`src/rtl/serial_to_parallel_regs.sv`:
```
// serial_to_parallel_regs: collects an LSB-first serial stream into words
// and offers each completed word through a valid/ready holding register.
module serial_to_parallel_regs #(
  parameter int DATA_WIDTH = 32
) (
  input  logic                  clk,
  input  logic                  reset,
  input  logic                  in_serial,
  input  logic                  in_valid,
  input  logic                  in_start,
  output logic [DATA_WIDTH-1:0] out_parallel,
  output logic                  out_valid,
  input  logic                  out_ready,
  output logic                  overrun,
  output logic                  frame_err,
  input  logic                  err_clr
);
  localparam int CW = $clog2(DATA_WIDTH);
  typedef enum logic {IDLE, SHIFT} state_t;
  state_t                state_q, state_d;
  logic [CW-1:0]         cnt_q, cnt_d;
  logic [DATA_WIDTH-1:0] sr_q, sr_d, par_q, par_d;
  logic                  vld_q, vld_d, ovr_q, ovr_d, ferr_q, ferr_d;
  logic                  start, shift, last, load;
  always_comb begin
    start = in_valid & in_start;
    shift = in_valid & ~in_start & (state_q == SHIFT);
    last = shift & (cnt_q == CW'(DATA_WIDTH - 1));
    load = last & (~vld_q | out_ready);
    sr_d = sr_q;
    if (start) sr_d = {{(DATA_WIDTH-1){1'b0}}, in_serial};
    else if (shift) sr_d[cnt_q] = in_serial;
    cnt_d = start ? CW'(1) : last ? '0 : shift ? cnt_q + CW'(1) : cnt_q;
    state_d = start ? SHIFT : last ? IDLE : state_q;
    par_d = load ? {in_serial, sr_q[DATA_WIDTH-2:0]} : par_q;
    // a completion keeps out_valid high; otherwise a handshake drops it
    vld_d = load | (vld_q & ~out_ready);
    ovr_d = (last & ~load) | (ovr_q & ~err_clr);
    ferr_d = (start & (state_q == SHIFT)) | (ferr_q & ~err_clr);
  end
  always_ff @(posedge clk or posedge reset) begin
    if (reset) begin
      state_q <= IDLE;
      cnt_q <= '0;
      sr_q <= '0;
      par_q <= '0;
      vld_q <= 1'b0;
      ovr_q <= 1'b0;
      ferr_q <= 1'b0;
    end else begin
      state_q <= state_d;
      cnt_q <= cnt_d;
      sr_q <= sr_d;
      par_q <= par_d;
      vld_q <= vld_d;
      ovr_q <= ovr_d;
      ferr_q <= ferr_d;
    end
  end
  assign out_parallel = par_q;
  assign out_valid = vld_q;
  assign overrun = ovr_q;
  assign frame_err = ferr_q;
endmodule
```
`config.mk`:
```
export PLATFORM = sky130hd
export DESIGN_NAME = serial_to_parallel_regs
export DESIGN_NICKNAME = d
export VERILOG_FILES = /design/src/rtl/serial_to_parallel_regs.sv
export SDC_FILE = /design/constraint.sdc
export NUM_CORES = 1
export LEC_CHECK = 0
export CAP_MARGIN = 10
export CORE_UTILIZATION = 57
export CTS_BUF_LIST = sky130_fd_sc_hd__clkbuf_8
export DETAILED_ROUTE_END_ITERATION = 7
export GPL_ROUTABILITY_DRIVEN = 1
export PLACE_DENSITY = 0.81
export SLEW_MARGIN = 5
export SYNTH_ARGS = -nofsm -noshare
export SYNTH_HDL_FRONTEND = slang
export SYNTH_SLANG_ARGS = --single-unit
```
`constraint.sdc`:
```
create_clock -name clk -period 2.9 [get_ports clk]
set_input_delay 0.58 -clock clk [delete_from_list [all_inputs] [get_ports clk]]
set_output_delay 0.58 -clock clk [all_outputs]
set_load 0.01 [all_outputs]
```
==> flow_summary.toml <==
[yosys]
ys_async_sr_fraction_pct = 100
syn_area_sq_um = 3400
synthesis.nets = 281
synth_warnings = 0
synth_top_flop_cell = "dfrtp_1"
ys_seq_area_share_pct = 53.0
syn_inst = 269
yosys.area.top_type_share_pct = 53.0
avgSynthCellArea_sq_um = 12.6
ys_ff_latch = 72
yosysTopAreaCell = "dfrtp_1"
ys_top_cells_by_area = "dfrtp_1 (53%), mux2_4 (13%), mux2i_1 (7.7%)"
synth_cell_types = 38
synth_edf_count = 0

[global_route]
antenna_found_initial = 0
grt_start_max_net_pins = 73
grt_pass1_wl_um = 10300
gr-usage-all-layers_pct = 22.2
grt_pass1_vias = 2055
overflow = 0

[sta]
drv_slew = 0
fmax_mhz = 440
rsz0062_at_grt = "false"
period_needed_ns = 2.27
fin_skew_ns = 0.00858
max-slew-margin-rel_pct = 68.0
hold_violations = 0
fin_crit_sh_pct = 78.4
tns_ns = 0
tightest_slew_ns = 0.479
setup_violations = 0

[clock_tree]
clk_latency_ns = 0.35
post-cts-setup-buffers = 0
cts_tree = "yes"
numCtsBuffers = 9
clk_pin_slew_worst_paths_ns = 0.07
postCtsHoldBufs = 0
cts_sinks = 72
clockRootBuffer = "clkbuf_8"
htree_levels = 3
clk_path_buf_depth = 2
cts_resized = 0

[worst_setup_path]
start_kind = "register"
critPathTopFamily = "flip-flops"
critPathSlowestCell = "dfrtp_1"
cp-end-kind = "register"
path_cells = "and3_1 -> ha_1 -> nand4b_4 -> nor2b_4 -> buf_4 -> mux2_4"
worst_ep_arrival_time_ns = 2.51
path_buf_inv = 1
critPathMaxStageDelay_ns = 0.63
required_ns = 3.14
crit_path_max_fanout = 21
critPathKind = "register to register"

[detailed_routing]
drtPass1Iterations = 4
vias = 2062
routedWlPerCell_um = 15.7
wirelength_um = 6020
via_per_inst = 5.37
drt_iter0_drc = 177
drc_errors = 0
ant_nets = 0

[cells_and_area]
drive_gt1_share_pct = 21.2
area_growth_pct = 18.3
fillers = 393
antenna_cells = 0
nets = 319
design_area_sq_um = 4020

[floorplan]
num_rows = 27
dieWidth_um = 79.2
io_pins = 42
start_util_pct = 60.3
die_area_sq_um = 6280
core_area_sq_um = 5640
dieHeight_um = 79.2

[hold_path]
hold_path.class = "register to register"

[job]
cap_violations = 0

[pwr]
p_total_mw = 2.20
pwr_density_cell_nw_per_um2 = 548
ir_worst_vdd_uv = 392
p_leak_nw = 2.05

[place]
hpwl_um = 3890
portBuffers = 41
dpl_cell_area_sq_um = 3780
gp_congestion = 0.782

[outcome]
outcome = "finished, final reports clean"
-- routing by layer --
layer	up-vias	routed length (um)	global-route usage, %
met5	-	0	0
met4	0	110	10.2
met3	10	208	5.17
met2	44	2710	31.4
met1	1019	2990	32.3
li1	989	-	-
-- where the power goes --
part / internal, mW / switching, mW / total [mW]
registers: 1.04 / 0.0494 / 1.09
logic: 0.0792 / 0.109 / 0.188
clock network: 0.556 / 0.371 / 0.927
total: 1.67 / 0.529 / 2.20
-- layout by cell type (no fill, tap or decap), types with 2 or more instances in the layout --
cell             count
buf_4                4
a211oi_1             4
mux2i_1             26
inv_1                6
mux2_2               3
bufinv_16            2
dfrtp_1             72
clkdlybuf4s50_1     41
ha_1                 5
and3_2               5
and3b_1              3
o21ai_0              3
clkbuf_8            12
and3_1               3
mux2_4              30
nand2_1             57
nor2_1               3
a21oi_1              8
o22ai_1              3
nand3_1              2
-- synth_stat cells, types with 2 or more instances --
library cell   n
a211oi_1       4
a21oi_1        8
and3_1         3
and3_2         5
and3b_1        3
buf_12         3
buf_2          7
buf_6          5
clkbuf_1       2
dfrtp_1       72
ha_1           5
inv_1          7
mux2_2         3
mux2_4        30
mux2i_1       26
nand2_1       57
nand3_1        2
nor2_1         3
o21ai_0        3
o22ai_1        3
-- metrics by stage --
step	util [%]	hold WS, ns	worst slack, ns	instances
after floorplan	-	0.476	0.495	269
after detailed placement	67.1	0.492	0.436	368
after global placement	67.1	0.489	0.487	368
after global routing	71.3	0.521	0.504	384
final	71.3	0.501	0.627	384
after CTS	71.3	0.507	0.620	384
-- worst register-to-register path: stages, from the launching register on --
cell	delay (ns)
dfrtp_1	0.63
and3_1	0.24
ha_1	0.27
nand4b_4	0.17
nor2b_4	0.15
buf_4	0.36
mux2_4	0.35
-- registers in the layout, indices dropped and copies added (netlist names) --
register and flops:
out_parallel 32, state_q 1, cnt_q 5, overrun 1, sr_q 31, frame_err 1
out_valid 1
-- layout make-up --
type,count,area (sq um),area share (%)
Sequential cell,72,1800,44.8
Clock buffer,12,165,4.10
Clock inverter,4,73.8,1.83
Inverter,7,26.3,0.653
Timing Repair Buffer,46,460,11.4
Multi-Input combinational cell,171,1410,35.0
Tap cell,72,90.1,2.24
-- final timing paths --
path	start	endpoint	slack [ns]	cells past startpoint
setup / recovery	cnt_q[2]	out_parallel[28]	0.63	6
hold / removal	sr_q[0]	out_parallel[0]	0.50	1
setup reg to reg	cnt_q[2]	out_parallel[28]	0.63	6
hold reg to reg	sr_q[0]	out_parallel[0]	0.50	1
max in group asynchronous	reset	out_parallel[29]	1.98	3
min in group asynchronous	reset	out_parallel[17]	0.62	3
-- kinds of logic after synthesis --
group	Yosys count	synth area share (%)
AO/OA/AOI/OAI	20	3.61
XOR/XNOR	1	0.258
adder cells (fa/ha/maj)	5	1.84
buffers and inverters	26	5.81
flip-flops	72	53.0
multiplexers	59	21.9
AND/OR/NAND/NOR	86	13.6
(Power assumes the default switching activity.)
